`config.mk`:
```
export PLATFORM = sky130hd
export DESIGN_NAME = prf_wb_arbiter_flat
export DESIGN_NICKNAME = d
export VERILOG_FILES = /design/src/rtl/prf_wb_arbiter_pkg.sv /design/src/rtl/prf_wb_arbiter_if.sv /design/src/rtl/prf_wb_arbiter_rr_picker.sv /design/src/rtl/prf_wb_arbiter.sv /design/src/flat_wrapper.sv
export SDC_FILE = /design/constraint.sdc
export NUM_CORES = 1
export LEC_CHECK = 0
export CAP_MARGIN = 15
export CORE_MARGIN = 2
export CORE_UTILIZATION = 44
export DETAILED_ROUTE_END_ITERATION = 16
export GPL_ROUTABILITY_DRIVEN = 0
export PLACE_DENSITY_LB_ADDON = 0.05
export SYNTH_ARGS = -nofsm -noshare
export SYNTH_HDL_FRONTEND = slang
export SYNTH_SLANG_ARGS = --single-unit
```
`constraint.sdc`:
```
create_clock -name clock -period 5.65 [get_ports clock]
set_input_delay 0.565 -clock clock [delete_from_list [all_inputs] [get_ports clock]]
set_output_delay 0.565 -clock clock [all_outputs]
set_load 0.01 [all_outputs]
```
`src/rtl/prf_wb_arbiter_pkg.sv`:
```
// Shared constants and bundle types for the PRF write-back arbiter slice.
// Replaces the sys_defs.svh macros with package-scoped equivalents.
package prf_wb_arbiter_pkg;

    localparam int unsigned NUM_WB_REQ  = 4;
    localparam int unsigned PHYS_REG_SZ = 64;
    localparam int unsigned XLEN        = 32;
    localparam int unsigned PRF_TAG_W   = $clog2(PHYS_REG_SZ);

    typedef struct packed {
        logic                 valid;
        logic [PRF_TAG_W-1:0] tag;
        logic [XLEN-1:0]      data;
    } WB_REQ_PACKET;

    typedef struct packed {
        logic                 write_en;
        logic [PRF_TAG_W-1:0] write_tag;
        logic [XLEN-1:0]      write_data;
    } IC_PRF_PACKET;

    // Modulo-n increment without a divider for non-power-of-two n.
    function automatic int unsigned wrap_inc(input int unsigned idx, input int unsigned n);
        return (idx + 1 >= n) ? 0 : idx + 1;
    endfunction

endpackage

```
`src/rtl/prf_wb_arbiter_if.sv`:
```
// Request/write-back bundle between the execute-stage requesters and the arbiter.
// The master side drives requests and observes the CDB; the slave side is the arbiter.
interface prf_wb_arbiter_if
    import prf_wb_arbiter_pkg::*;
#(
    parameter int unsigned NUM_REQ = NUM_WB_REQ,
    parameter int unsigned TAG_W   = PRF_TAG_W,
    parameter int unsigned DATA_W  = XLEN,
    localparam int unsigned SRC_W  = (NUM_REQ > 1) ? $clog2(NUM_REQ) : 1
);

    logic [NUM_REQ-1:0]             req_valid;
    logic [NUM_REQ-1:0][TAG_W-1:0]  req_tag;
    logic [NUM_REQ-1:0][DATA_W-1:0] req_data;
    logic [NUM_REQ-1:0]             req_ready;
    logic                           wb_en;
    logic [TAG_W-1:0]               wb_tag;
    logic [DATA_W-1:0]              wb_data;
    logic [SRC_W-1:0]               wb_src;
    logic                           busy;

    modport master (
        output req_valid, req_tag, req_data,
        input  req_ready, wb_en, wb_tag, wb_data, wb_src, busy
    );

    modport slave (
        input  req_valid, req_tag, req_data,
        output req_ready, wb_en, wb_tag, wb_data, wb_src, busy
    );

endinterface

```
`src/rtl/prf_wb_arbiter_rr_picker.sv`:
```
// Combinational round-robin picker: first set request at or after ptr, wrapping.
// Emits a one-hot grant, its index, and whether anything was granted.
module rr_picker #(
    parameter int unsigned N       = 4,
    localparam int unsigned IDX_W  = (N > 1) ? $clog2(N) : 1
) (
    input  logic [N-1:0]     req,
    input  logic [IDX_W-1:0] ptr,
    output logic [N-1:0]     gnt,
    output logic [IDX_W-1:0] gnt_idx,
    output logic             any_gnt
);

    logic [IDX_W-1:0] idx;

    always_comb begin
        gnt     = '0;
        gnt_idx = '0;
        any_gnt = 1'b0;
        idx     = '0;
        for (int unsigned off = 0; off < N; off++) begin
            idx = IDX_W'((32'(ptr) + off) % N);
            if (!any_gnt && req[idx]) begin
                any_gnt   = 1'b1;
                gnt_idx   = idx;
                gnt[idx]  = 1'b1;
            end
        end
    end

endmodule

```
`src/rtl/prf_wb_arbiter.sv`:
```
// Arbitrates NUM_REQ completing units onto the single registered PRF write port / CDB.
// Each requester owns a 1-entry holding buffer; a round-robin pick drains one per cycle.
module prf_wb_arbiter
    import prf_wb_arbiter_pkg::*;
#(
    parameter int unsigned NUM_REQ = NUM_WB_REQ,
    parameter int unsigned TAG_W   = PRF_TAG_W,
    parameter int unsigned DATA_W  = XLEN,
    localparam int unsigned SRC_W  = (NUM_REQ > 1) ? $clog2(NUM_REQ) : 1
) (
    input  logic             clock,
    input  logic             reset,
    input  logic             squash,
    prf_wb_arbiter_if.slave  bus
);

    logic [NUM_REQ-1:0]             buf_valid;
    logic [NUM_REQ-1:0][TAG_W-1:0]  buf_tag;
    logic [NUM_REQ-1:0][DATA_W-1:0] buf_data;
    logic [SRC_W-1:0]               rr_ptr;

    logic                           wb_en_q;
    logic [TAG_W-1:0]               wb_tag_q;
    logic [DATA_W-1:0]              wb_data_q;
    logic [SRC_W-1:0]               wb_src_q;

    logic [NUM_REQ-1:0]             gnt;
    logic [SRC_W-1:0]               gnt_idx;
    logic                           any_gnt;
    logic [NUM_REQ-1:0]             req_ready;
    logic [NUM_REQ-1:0]             accept;

    rr_picker #(.N(NUM_REQ)) u_picker (
        .req     (buf_valid),
        .ptr     (rr_ptr),
        .gnt     (gnt),
        .gnt_idx (gnt_idx),
        .any_gnt (any_gnt)
    );

    // A buffer can be refilled on the same edge it drains, so a winning
    // requester sustains one result per cycle.
    always_comb begin
        req_ready = squash ? '1 : (~buf_valid | gnt);
        accept    = bus.req_valid & req_ready;
    end

    always_ff @(posedge clock) begin
        if (reset) begin
            buf_valid <= '0;
            rr_ptr    <= '0;
            wb_en_q   <= 1'b0;
            wb_tag_q  <= '0;
            wb_data_q <= '0;
            wb_src_q  <= '0;
        end else if (squash) begin
            buf_valid <= '0;
            wb_en_q   <= 1'b0;
        end else begin
            for (int unsigned i = 0; i < NUM_REQ; i++) begin
                // Tag 0 is the hard-wired zero register: accept and drop.
                if (accept[i] && (bus.req_tag[i] != '0)) begin
                    buf_valid[i] <= 1'b1;
                    buf_tag[i]   <= bus.req_tag[i];
                    buf_data[i]  <= bus.req_data[i];
                end else if (gnt[i]) begin
                    buf_valid[i] <= 1'b0;
                end
            end
            if (any_gnt) begin
                wb_en_q   <= 1'b1;
                wb_tag_q  <= buf_tag[gnt_idx];
                wb_data_q <= buf_data[gnt_idx];
                wb_src_q  <= gnt_idx;
                rr_ptr    <= SRC_W'(wrap_inc(32'(gnt_idx), NUM_REQ));
            end else begin
                wb_en_q   <= 1'b0;
            end
        end
    end

    assign bus.req_ready = req_ready;
    assign bus.wb_en     = wb_en_q;
    assign bus.wb_tag    = wb_tag_q;
    assign bus.wb_data   = wb_data_q;
    assign bus.wb_src    = wb_src_q;
    assign bus.busy      = |buf_valid;

endmodule
```
`src/flat_wrapper.sv`:
```
// flat-port wrapper written by rule: the top's interface ports become plain ports
module prf_wb_arbiter_flat import prf_wb_arbiter_pkg::*;
#(
    parameter int unsigned NUM_REQ = NUM_WB_REQ,
    parameter int unsigned TAG_W   = PRF_TAG_W,
    parameter int unsigned DATA_W  = XLEN,
    localparam int unsigned SRC_W  = (NUM_REQ > 1) ? $clog2(NUM_REQ) : 1
)
  (clock, reset, squash, bus_req_valid, bus_req_tag, bus_req_data, bus_req_ready, bus_wb_en, bus_wb_tag, bus_wb_data, bus_wb_src, bus_busy);
  prf_wb_arbiter_if #(.NUM_REQ(NUM_REQ), .TAG_W(TAG_W), .DATA_W(DATA_W)) bus_i ();
  input  logic clock;
  input  logic reset;
  input  logic squash;
  input wire logic [$bits(bus_i.req_valid)-1:0] bus_req_valid;
  input wire logic [$bits(bus_i.req_tag)-1:0] bus_req_tag;
  input wire logic [$bits(bus_i.req_data)-1:0] bus_req_data;
  output wire logic [$bits(bus_i.req_ready)-1:0] bus_req_ready;
  output wire logic [$bits(bus_i.wb_en)-1:0] bus_wb_en;
  output wire logic [$bits(bus_i.wb_tag)-1:0] bus_wb_tag;
  output wire logic [$bits(bus_i.wb_data)-1:0] bus_wb_data;
  output wire logic [$bits(bus_i.wb_src)-1:0] bus_wb_src;
  output wire logic [$bits(bus_i.busy)-1:0] bus_busy;
  assign bus_i.req_valid = bus_req_valid;
  assign bus_i.req_tag = bus_req_tag;
  assign bus_i.req_data = bus_req_data;
  assign bus_req_ready = bus_i.req_ready;
  assign bus_wb_en = bus_i.wb_en;
  assign bus_wb_tag = bus_i.wb_tag;
  assign bus_wb_data = bus_i.wb_data;
  assign bus_wb_src = bus_i.wb_src;
  assign bus_busy = bus_i.busy;
  prf_wb_arbiter #(.NUM_REQ(NUM_REQ), .TAG_W(TAG_W), .DATA_W(DATA_W)) u_core (.clock(clock), .reset(reset), .squash(squash), .bus(bus_i));
endmodule
```
==> metrics.md <==
| Metric | Value |
|---|---|
| Seq/Total Area, Yosys | `about two thirds` |
| Max-Slew Margin vs Limit | `30.7%` |
| Vias per Instance | `5.41` |
| Core Box Area | `0.0179 sq mm` |
| Post-Route M1 WL | `8.54 mm` |
| Die area | `0.0193 sq mm` |
| FF-to-FF Start | `u_core.rr_ptr[1]$_SDFFE_PP0P_` |
| Synth top area share | `56.9%` |
| Crit start category | `flop` |
| Min Tclk post-route | `4.44 ns` |
| Crit-path max cell delay | `roughly 0.73 ns` |
| Crit Path Class | `reg -> out` |
| WL per Instance | `between 20 and 25 um` |
| Total track usage | `21.7%` |
| DR DRC count | `0` |
| Synth Area in Adders | `less than 1%` |
| Fill count | `about 1.4k` |
| Total gr overflow | `0` |
| TritonCTS clock tree | `done` |
| Yosys cell types | `between 40 and 50` |
| Main synth FF type | `edfxtp_1` |
| Max Root-Sink Buffers | `2` |
| Post-Synthesis Cell Area | `between 0.008 and 0.009 sq mm` |
| Clock insertion delay at the later pin of the skew report | `approximately 0.43 ns` |
| Area leader, netlist | `edfxtp_1` |
| Clock transition at path regs | `0.07 ns` |
| Power Dens Cells | `about 320 mW/mm^2` |
| Final ANT Viol Nets | `0` |
| Final Cycle Share | `between 70% and 80%` |
| Post-CTS Repair Setup Buffers | `0` |
| Initial core utilization | `between 40% and 50%` |
| Routed via count | `5673` |
| Global-route wire length before repair | `about 32 mm` |
| Final instance area | `around 0.011 sq mm` |
| Root Buffer | `clkbuf_16` |
| Setup TNS | `0 ns` |
| Resize count post-CTS | `0` |
| Pin count of the biggest net entering global routing | `79` |
| Skew final | `0.0159 ns` |
| Met3 WL | `1.41 mm` |
| HPWL Detailed | `about 13 mm` |
| Syn nets | `~780` |
| EDFF count, synth | `152` |
| Cts bufs inserted | `17` |
| P&R area growth vs syn | `35.3%` |
| Endpoint class of the critical path | `primary output` |
| Diodes inserted | `0` |
| Mux cell area share after synthesis | `under 10%` |
| Top cells by area, synth | `edfxtp_1 (57%), dfxtp_1 (12%), nand2_1 (7.4%), a32o_1 (4.9%), nand2b_1 (3.0%)` |
| Drt pass-1 iters | `5` |
| Synthesis Warnings | `0` |
| Fin Hold WS | `just over 0.5 ns` |
| Hold Crit Start | `u_core.bus.wb_src[1]$_SDFFE_PP0P_` |
| Layout cells sized above 1 | `a little under 8%` |
| Wire length on met2 | `between 10 and 15 mm` |
| Post-Syn Instances | `between 600 and 700` |
| Vias in the first global route | `between 5k and 6k` |
| Status | `finished, final reports clean` |
| Post-synthesis xor/xnor area fraction | `less than 1%` |
| Worst slew pin tran | `1.04 ns` |
| Placed Instance Area | `0.0102 sq mm` |
| Top Layer Used | `met4` |
| Worst hold path type | `reg -> reg` |
| Post-synth ARST share | `0%` |
| Fmax | `~230 MHz` |
| Clk sink count | `around 200` |
| Port Buffers | `between 200 and 250` |
| Row Count | `just under 50` |
| Worst EP required | `slightly above 5 ns` |
| Antenna violations before repair | `0` |
| H-tree depth | `4` |
| RSZ-0062 raised after global routing | `false` |
| Die Span Y | `roughly 140 um` |
| Slowest CP cell | `dfxtp_1` |
| Final hold violation count | `0` |
| Post-synthesis simple-gate area fraction | `between 10% and 20%` |
| # IOs | `just over 200` |
| CP max FO | `16` |
| Compound-Gate Fraction of Synth Area | `between 10% and 20%` |
| Hold Buf Count CTS | `0` |
| Max Cap Viol | `0` |
| Overall routed net length | `~21 mm` |
| Die span in x | `139 um` |
| Final Max Tran Viols | `0` |
| First DRT Iteration DRCs | `364` |
| # setup viols final | `0` |
| Leak pwr | `roughly 3.8 nW` |
| Crit path cell chain | `inv_1 -> ha_1 -> mux4_2 -> and2b_1 -> a22oi_1 -> nand3_1 -> a21o_1 -> or2_2 -> clkdlybuf4s50_1` |
| Worst path arrival time | `a little under 4 ns` |
| FF+latch count, synth | `199` |
| Avg Inst Size Synth | `roughly 13 sq um` |
| Nets | `approximately 970` |
| Peak supply drop | `about 0.22 mV` |
| Largest family of logic cells by synthesized area | `simple AND/OR/NAND/NOR gates` |
| CP startpoint | `u_core.rr_ptr[1]$_SDFFE_PP0P_` |
-- placed cells by master, fill, tap and decap left out, types with 8 or more instances in the layout --
master	count
clkbuf_16	17
a32o_1	39
nand2_1	158
nand2b_1	39
edfxtp_1	152
a31oi_1	37
buf_4	9
clkinv_8	8
nor2_1	10
clkdlybuf4s50_1	204
a21oi_1	9
dfxtp_1	47
-- critical path: cells and delay by family, from the launching register on --
family | cells | cell delay, ns
muxes | 1 | 0.43
adders and majority gates | 1 | 0.58
AOI/OAI and AO/OA | 2 | 0.37
and+or+nand+nor | 3 | 0.60
buffers and inverters | 2 | 0.73
DFF | 1 | 0.73
-- path summary, 6_finish.rpt --
check,end,slack [ns],cells after the start
worst min-delay path,u_core.bus.wb_src[1]$_SDFFE_PP0P_,0.52,2
worst max-delay path,bus_req_ready[1],1.21,9
worst min register to register,u_core.bus.wb_src[1]$_SDFFE_PP0P_,0.52,2
worst max register to register,u_core.buf_data[4]$_DFFE_PP_,1.85,9
-- metal layers --
metal	global-route usage, %	vias to the layer above
li1	-	2665
met1	26.7	2794
met2	38.0	192
met3	5.84	22
met4	6.01	0
met5	0	-
-- cells by family after synthesis --
group	after synthesis
simple gates	243
flops	199
compound gates	112
buf+inv	48
mux	7
fa+ha+maj	6
xor+xnor	2
-- cell type report --
class	count	area (sq um)	area share, %
well taps	229	287	2.64
flip-flops and latches	199	5510	50.7
multi-input cells	370	2300	21.2
clock buffers	17	425	3.92
inverters	5	18.8	0.173
clock inverters	15	203	1.87
repair buffers	213	2110	19.4
-- state kept, by name (all words and copies together) (netlist names), named ones only --
name	flops
u_core.buf_tag	24
u_core.bus.wb_tag	6
u_core.bus.wb_en	1
u_core.bus.wb_src	2
u_core.bus.wb_data	32
u_core.buf_valid	4
u_core.buf_data	128
u_core.rr_ptr	1
-- Yosys cell counts (3+ instances only) --
cell / instances
o31ai_1: 5
nor2b_1: 3
mux4_2: 3
buf_4: 5
inv_1: 5
or4_1: 4
edfxtp_1: 152
a32o_1: 39
nor2_1: 10
nand2b_1: 39
nand2_1: 158
mux2i_1: 3
buf_6: 4
clkbuf_1: 18
buf_2: 16
ha_1: 6
nand3_1: 6
dfxtp_1: 47
a22oi_1: 5
or2_2: 6
a31oi_1: 37
a21o_1: 3
nor3b_1: 5
a21oi_1: 9
-- power by group --
group	switching [mW]	internal (mW)
logic	0.259	0.267
registers	0.0455	1.65
clock network	0.622	0.610
total	0.926	2.53
-- per-stage QoR --
stage	setup WS (ns)	cells	total power, mW	util (%)
2_1_floorplan	0.107	617	1.99	-
3_3_place_gp	1.87	1016	2.25	57.1
3_5_place_dp	1.71	1016	2.26	57.1
4_1_cts	1.22	1048	3.49	60.6
5_1_grt	0.993	1048	3.58	60.6
6_report	1.21	1048	3.45	60.6
Power figures use the tool's default switching activity.
